$ cat config.mk
export PLATFORM = sky130hd
export DESIGN_NAME = evm_ballot_ctrl
export DESIGN_NICKNAME = d
export VERILOG_FILES = /design/src/rtl/evm_pkg.sv /design/src/rtl/evm_sat_counter.sv /design/src/rtl/evm_ballot_ctrl.sv
export SDC_FILE = /design/constraint.sdc
export NUM_CORES = 1
export LEC_CHECK = 0
export ABC_AREA = 1
export CORE_ASPECT_RATIO = 0.7
export CORE_MARGIN = 3
export CORE_UTILIZATION = 45
export CTS_CLUSTER_DIAMETER = 150
export DETAILED_ROUTE_END_ITERATION = 10
export PLACE_DENSITY_LB_ADDON = 0.08
export RECOVER_POWER = 50
export SKIP_CTS_REPAIR_TIMING = 1
export SYNTH_ARGS = -nofsm -noshare
export SYNTH_HDL_FRONTEND = slang
export SYNTH_HIERARCHICAL = 1
export SYNTH_SLANG_ARGS = --single-unit
$ cat constraint.sdc
create_clock -name clk_i -period 3.3 [get_ports clk_i]
set_clock_uncertainty 0.1 [all_clocks]
set_input_delay 0.495 -clock clk_i [delete_from_list [all_inputs] [get_ports clk_i]]
set_output_delay 0.495 -clock clk_i [all_outputs]
set_load 0.02 [all_outputs]
$ cat src/rtl/evm_pkg.sv
// Shared types and default parameters for the electronic voting machine ballot controller.
// Latency: n/a (types and constants only).
// Backpressure: n/a.
package evm_pkg;

    // Ballot controller states
    typedef enum logic [1:0] {
        CLOSED = 2'd0,
        IDLE   = 2'd1,
        ARMED  = 2'd2,
        HOLD   = 2'd3
    } evm_state_t;

    localparam int EVM_N_CAND  = 2;   // candidate buttons
    localparam int EVM_CNT_W   = 4;   // audit counter width
    localparam int EVM_TIMEOUT = 16;  // cycles a ballot stays armed, >= 2

endpackage

$ cat src/rtl/evm_sat_counter.sv
// Saturating up-counter used for the ballot/cast/lapse audit counts.
// Latency: count reflects inc_i one edge later.
// Backpressure: none; increments at all-ones are dropped (counter holds).
// Ports: clk_i, rst_n_i (sync active-low), inc_i (increment strobe), cnt_o (count).
module evm_sat_counter
    import evm_pkg::*;
#(
    parameter int CNT_W = EVM_CNT_W
) (
    input  logic             clk_i,
    input  logic             rst_n_i,
    input  logic             inc_i,
    output logic [CNT_W-1:0] cnt_o
);

    logic [CNT_W-1:0] cnt_q;
    logic [CNT_W-1:0] cnt_d;

    always_comb begin
        cnt_d = cnt_q;
        if (inc_i && (cnt_q != '1)) begin
            cnt_d = cnt_q + CNT_W'(1);
        end
    end

    always_ff @(posedge clk_i) begin
        if (!rst_n_i) begin
            cnt_q <= '0;
        end else begin
            cnt_q <= cnt_d;
        end
    end

    assign cnt_o = cnt_q;

endmodule

$ cat src/rtl/evm_ballot_ctrl.sv
// Ballot controller: issues one ballot at a time, accepts one clean vote per ballot, lapses stale ballots.
// Latency: ballot_req rise -> enable_o next edge; accepted vote rise -> vote_inc_o next edge.
// Backpressure: none; button edges outside ARMED/IDLE are ignored, held buttons block re-arming via HOLD.
// Ports: clk_i, rst_n_i (sync active-low), voting_status_i, ballot_req_i, vote_i[N_CAND];
//        enable_o, vote_inc_o[N_CAND], multi_err_o, ballot_cnt_o, cast_cnt_o, lapse_cnt_o.
module evm_ballot_ctrl
    import evm_pkg::*;
#(
    parameter int N_CAND  = EVM_N_CAND,
    parameter int CNT_W   = EVM_CNT_W,
    parameter int TIMEOUT = EVM_TIMEOUT
) (
    input  logic              clk_i,
    input  logic              rst_n_i,
    input  logic              voting_status_i,
    input  logic              ballot_req_i,
    input  logic [N_CAND-1:0] vote_i,
    output logic              enable_o,
    output logic [N_CAND-1:0] vote_inc_o,
    output logic              multi_err_o,
    output logic [CNT_W-1:0]  ballot_cnt_o,
    output logic [CNT_W-1:0]  cast_cnt_o,
    output logic [CNT_W-1:0]  lapse_cnt_o
);

    localparam int              TMR_W    = (TIMEOUT > 2) ? $clog2(TIMEOUT) : 1;
    localparam logic [TMR_W-1:0] TMR_LAST = TMR_W'(TIMEOUT - 1);

    evm_state_t        state_q;
    logic [TMR_W-1:0]  timer_q;
    logic              enable_q;
    logic [N_CAND-1:0] vote_inc_q;
    logic              multi_err_q;
    logic [N_CAND-1:0] vote_q;
    logic              ballot_req_q;

    logic [N_CAND-1:0] vote_rise;
    logic              ballot_rise;
    logic              vote_multi;
    logic              vote_one;
    logic              timer_done;
    logic              ballot_inc;
    logic              cast_inc;
    logic              lapse_inc;

    assign vote_rise   = vote_i & ~vote_q;
    assign ballot_rise = ballot_req_i & ~ballot_req_q;
    // Clearing the lowest set bit leaves something only if two or more bits rose.
    assign vote_multi  = (vote_rise & (vote_rise - N_CAND'(1))) != '0;
    assign vote_one    = (vote_rise != '0) && !vote_multi;
    assign timer_done  = (timer_q == TMR_LAST);

    // Poll close overrides every other event on the same edge.
    assign ballot_inc = voting_status_i && (state_q == IDLE) && ballot_rise && (vote_i == '0);
    assign cast_inc   = voting_status_i && (state_q == ARMED) && vote_one;
    // A clean vote on the timeout edge wins over the lapse.
    assign lapse_inc  = (state_q == ARMED) &&
                        (!voting_status_i || (timer_done && !vote_one));

    always_ff @(posedge clk_i) begin
        if (!rst_n_i) begin
            state_q      <= CLOSED;
            timer_q      <= '0;
            enable_q     <= 1'b0;
            vote_inc_q   <= '0;
            multi_err_q  <= 1'b0;
            vote_q       <= '0;
            ballot_req_q <= 1'b0;
        end else begin
            vote_q       <= vote_i;
            ballot_req_q <= ballot_req_i;
            vote_inc_q   <= '0;
            multi_err_q  <= 1'b0;
            if (!voting_status_i) begin
                state_q  <= CLOSED;
                enable_q <= 1'b0;
            end else begin
                case (state_q)
                    CLOSED: state_q <= IDLE;
                    IDLE: begin
                        if (ballot_inc) begin
                            state_q  <= ARMED;
                            enable_q <= 1'b1;
                            timer_q  <= '0;
                        end
                    end
                    ARMED: begin
                        timer_q <= timer_q + TMR_W'(1);
                        if (vote_one) begin
                            state_q    <= HOLD;
                            enable_q   <= 1'b0;
                            vote_inc_q <= vote_rise;
                        end else if (timer_done) begin
                            state_q  <= HOLD;
                            enable_q <= 1'b0;
                        end
                        if (vote_multi) begin
                            multi_err_q <= 1'b1;
                        end
                    end
                    HOLD: begin
                        // Wait for all buttons released so a held button cannot vote next ballot.
                        if (vote_i == '0) begin
                            state_q <= IDLE;
                        end
                    end
                    default: state_q <= CLOSED;
                endcase
            end
        end
    end

    evm_sat_counter #(.CNT_W(CNT_W)) u_ballot_cnt (
        .clk_i   (clk_i),
        .rst_n_i (rst_n_i),
        .inc_i   (ballot_inc),
        .cnt_o   (ballot_cnt_o)
    );

    evm_sat_counter #(.CNT_W(CNT_W)) u_cast_cnt (
        .clk_i   (clk_i),
        .rst_n_i (rst_n_i),
        .inc_i   (cast_inc),
        .cnt_o   (cast_cnt_o)
    );

    evm_sat_counter #(.CNT_W(CNT_W)) u_lapse_cnt (
        .clk_i   (clk_i),
        .rst_n_i (rst_n_i),
        .inc_i   (lapse_inc),
        .cnt_o   (lapse_cnt_o)
    );

    assign enable_o    = enable_q;
    assign vote_inc_o  = vote_inc_q;
    assign multi_err_o = multi_err_q;

endmodule

==> impl_metrics.csv <==
group,metric,value,unit
grt,initial_antenna_violation_count,0,
worst_hold_path,hp-class,"register to register",
synth,synth.net_count,197,
pwr,p_sw,0.131,mW
critical_path,crit_type,"input port to register",
synth,synth_warn,6,
timing,fmax,0.452,GHz
timing,slew_viol_final,0,
critical_path,worstPathCellList,"dlygate4sd3_1, inv_1, nor2_1, ha_1, inv_1, nand2_1, o22ai_1, nand2_2, inv_2, nand2_2, nand2_1, nor2_1",
synth,fraction_of_synthesized_cell_area_taken_by_the_top_area_cell_type,0.391,
floorplanning,floorplan.initialDensity,0.494,
pwr,internal_power,0.414,mW
detailed_routing,route.top_layer_used,"met4",
pwr,p_sw_frac,0.240,
timing,report.final.hold_viol_count,0,
finish,antenna_cells,0,
synth,ys_async_sr_fraction,0,
detailed_routing,drc,0,
finish,layout-drive-gt1-share,0.0676,
critical_path,worst_ep_required_time,3.37,ns
pwr,vdd_ir_drop_max,0.297,mV
critical_path,timing.critical_path.max_delay_family,"buffers and inverters",
synth,netlist.top_cell.by_area,"dfxtp_1",
pwr,p_per_area,352,mW/mm2
clock_tree,clkLatencyLatePin,0.26,ns
pwr,sequentialPowerShare,0.576,
timing,worst_slew_pin_slew,0.735,ns
detailed_routing,route.layer.met1.wl,1.36,mm
detailed_routing,antenna_violating_nets_post_route,0,
placed_design,count_of_input_and_output_buffers,21,
clock_tree,cts_buffers,3,
synth,synth-seq-area-share,0.391,
synth,synth.ff_latch_count,25,
critical_path,cp_data_arrival_time,2.28,ns
pwr,p_leak,0.693,nW
finish,final_area,0.00155,mm2
detailed_routing,post_drt_wl_per_cell,10.9,um
clock_tree,clock-root-buffer,"clkbuf_8",
finish,nets,222,
timing,rsz0062_at_grt,"no",
grt,grt_pass1_vias,1052,
floorplanning,die_w,69.7,um
clock_tree,clock-sinks,25,
timing,maxSlewHeadroom,0.508,
grt,grt_max_degree,21,
detailed_routing,drt_first_pass_iters,4,
detailed_routing,wl,2.62,mm
detailed_routing,avgViaCountPerCell,4.88,
floorplanning,core.rowCount,15,
pwr,pwr-share-clk,0.330,
critical_path,critPathBufInv,4,
synth,synth_edf_count,0,
detailed_routing,vias,1176,
worst_hold_path,hold_depth,1,
synth,ys_top_cells_by_area,"dfxtp_1, nor2_1, nand2_1",
synth,synth.cells.most_frequent,"nor2_1, nand2_1, dfxtp_1, inv_1",
synth,post_synth_inst_count,183,
finish,postLayoutCoreUtil,0.599,
timing,sum_of_negative_setup_slack,0,ns
detailed_routing,met3_length,106,um
critical_path,cp_max_fo,4,
grt,gr-total-overflow,0,
placed_design,placed_area,0.00153,mm2
pwr,post_layout_total_power,0.545,mW
grt,grt_first_pass_wirelength,4.49,mm
timing,fin_crit_share,0.671,
floorplanning,placeable_area,0.00259,mm2
pwr,comb_power_share,0.094,
critical_path,cp_startpoint_kind,"input port",
critical_path,register_to_register_path_depth,8,
floorplanning,die_h,50.6,um
clock_tree,clk_transition_reported_paths,0.09,ns
placed_design,dp_hpwl,1.96,mm
critical_path,critical_path.endpoint_type,"register",
floorplanning,number_of_primary_i_o_pins,22,
critical_path,critPathMaxStageDelay,0.58,ns
floorplanning,die_area,0.00353,mm2
timing,min_period,2.21,ns
timing,report.final.setup_viol,0,
synth,ys_dominant_reg_cell,"dfxtp_1",
synth,synth_area_per_cell,6.99,um2
outcome,status,"finished clean",
detailed_routing,drt_iter0_markers,108,
grt,grt_usage,0.154,
synth,post_synth_instance_area,0.00128,mm2
synth,post_synth_num_cell_types,19,
clock_tree,clock_tree.buffer_depth,2,
critical_path,critical-path-slowest-cell,"dlygate4sd3_1",
detailed_routing,detail_route_met2_wl,1.14,mm
clock_tree,cts-htree-levels,1,
placed_design,globalplace.congestion,0.843,
flow_run,cap_viol_max_count,0,
clock_tree,cts_tree,"yes",
critical_path,worstSetupPathDepth,12,
finish,syn_to_final_growth,21.1,%
synth,post-synth-top-count-cell,"nor2_1",
==> state kept, by name, summed over array words and instances, names as in the netlist <==
| name | count |
|---|---|
| enable_o | 1 |
| u_ballot_cnt/cnt_o | 4 |
| state_q | 2 |
| ballot_req_q | 1 |
| u_lapse_cnt/cnt_o | 4 |
| u_cast_cnt/cnt_o | 4 |
| multi_err_o | 1 |
| vote_q | 2 |
| vote_inc_o | 2 |
| timer_q | 4 |
==> cell usage in the layout (no fill, tap or decap) <==
cell type / count
a21oi_1: 9
clkbuf_1: 1
clkbuf_8: 3
clkdlybuf4s50_1: 11
dfxtp_1: 25
dlygate4sd3_1: 10
ha_1: 8
inv_1: 26
inv_2: 2
nand2_1: 37
nand2_2: 5
nand3_1: 11
nand3_2: 3
nand4_1: 5
nor2_1: 38
nor2_2: 1
nor3_1: 5
o21ai_0: 4
o22ai_1: 1
or2_0: 1
xor2_1: 1
==> cells by family after synthesis <==
kind of cell / Yosys count / synth area share
buffers and inverters: 29 / 0.0880
XOR/XNOR: 1 / 0.00684
flip-flops: 25 / 0.391
AO/OA/AOI/OAI: 14 / 0.0557
adder cells (fa/ha/maj): 8 / 0.0782
AND/OR/NAND/NOR: 106 / 0.380
==> metrics by stage <==
step	std cells	setup WS (ns)	hold slack, ns
after floorplan	183	1.59	0.297
after global placement	237	0.963	0.316
after detailed placement	237	0.891	0.320
after CTS	241	1.16	0.334
after global routing	241	0.893	0.358
final	241	1.09	0.336
==> power groups by stage <==
stage,logic (mW),registers (mW),clock network (mW)
2_1_floorplan,0.0335,0.322,0
3_3_place_gp,0.0532,0.320,0
4_1_cts,0.0548,0.314,0.187
5_1_grt,0.0584,0.315,0.202
3_5_place_dp,0.0546,0.321,0
6_report,0.0515,0.314,0.180
==> cell type report <==
cell class / instances / area (um2)
well taps: 34 / 42.5
repair buffers: 21 / 210
clock buffers: 4 / 45.0
inverters: 28 / 105
multi-input cells: 129 / 647
flip-flops and latches: 25 / 500
fillers: 242 / 1040
==> path summary, 6_finish.rpt <==
check                               start                           endpoint  slack [ns]
setup / recovery                vote_i[1]  u_lapse_cnt/cnt_o[0]$_SDFFE_PN0P_        1.09
setup reg to reg  state_q[1]$_SDFFE_PN0P_  u_lapse_cnt/cnt_o[0]$_SDFFE_PN0P_        1.55
hold / removal       vote_q[0]$_SDFF_PN0_           vote_inc_o[0]$_SDFF_PN0_        0.34
hold reg to reg      vote_q[0]$_SDFF_PN0_           vote_inc_o[0]$_SDFF_PN0_        0.34
==> routing by layer <==
layer  global-route usage  up-vias
li1                     -      622
met1                0.201      526
met2                0.258       26
met3               0.0480        2
met4               0.0191        0
met5                    0        -
(Power assumes the default switching activity.)
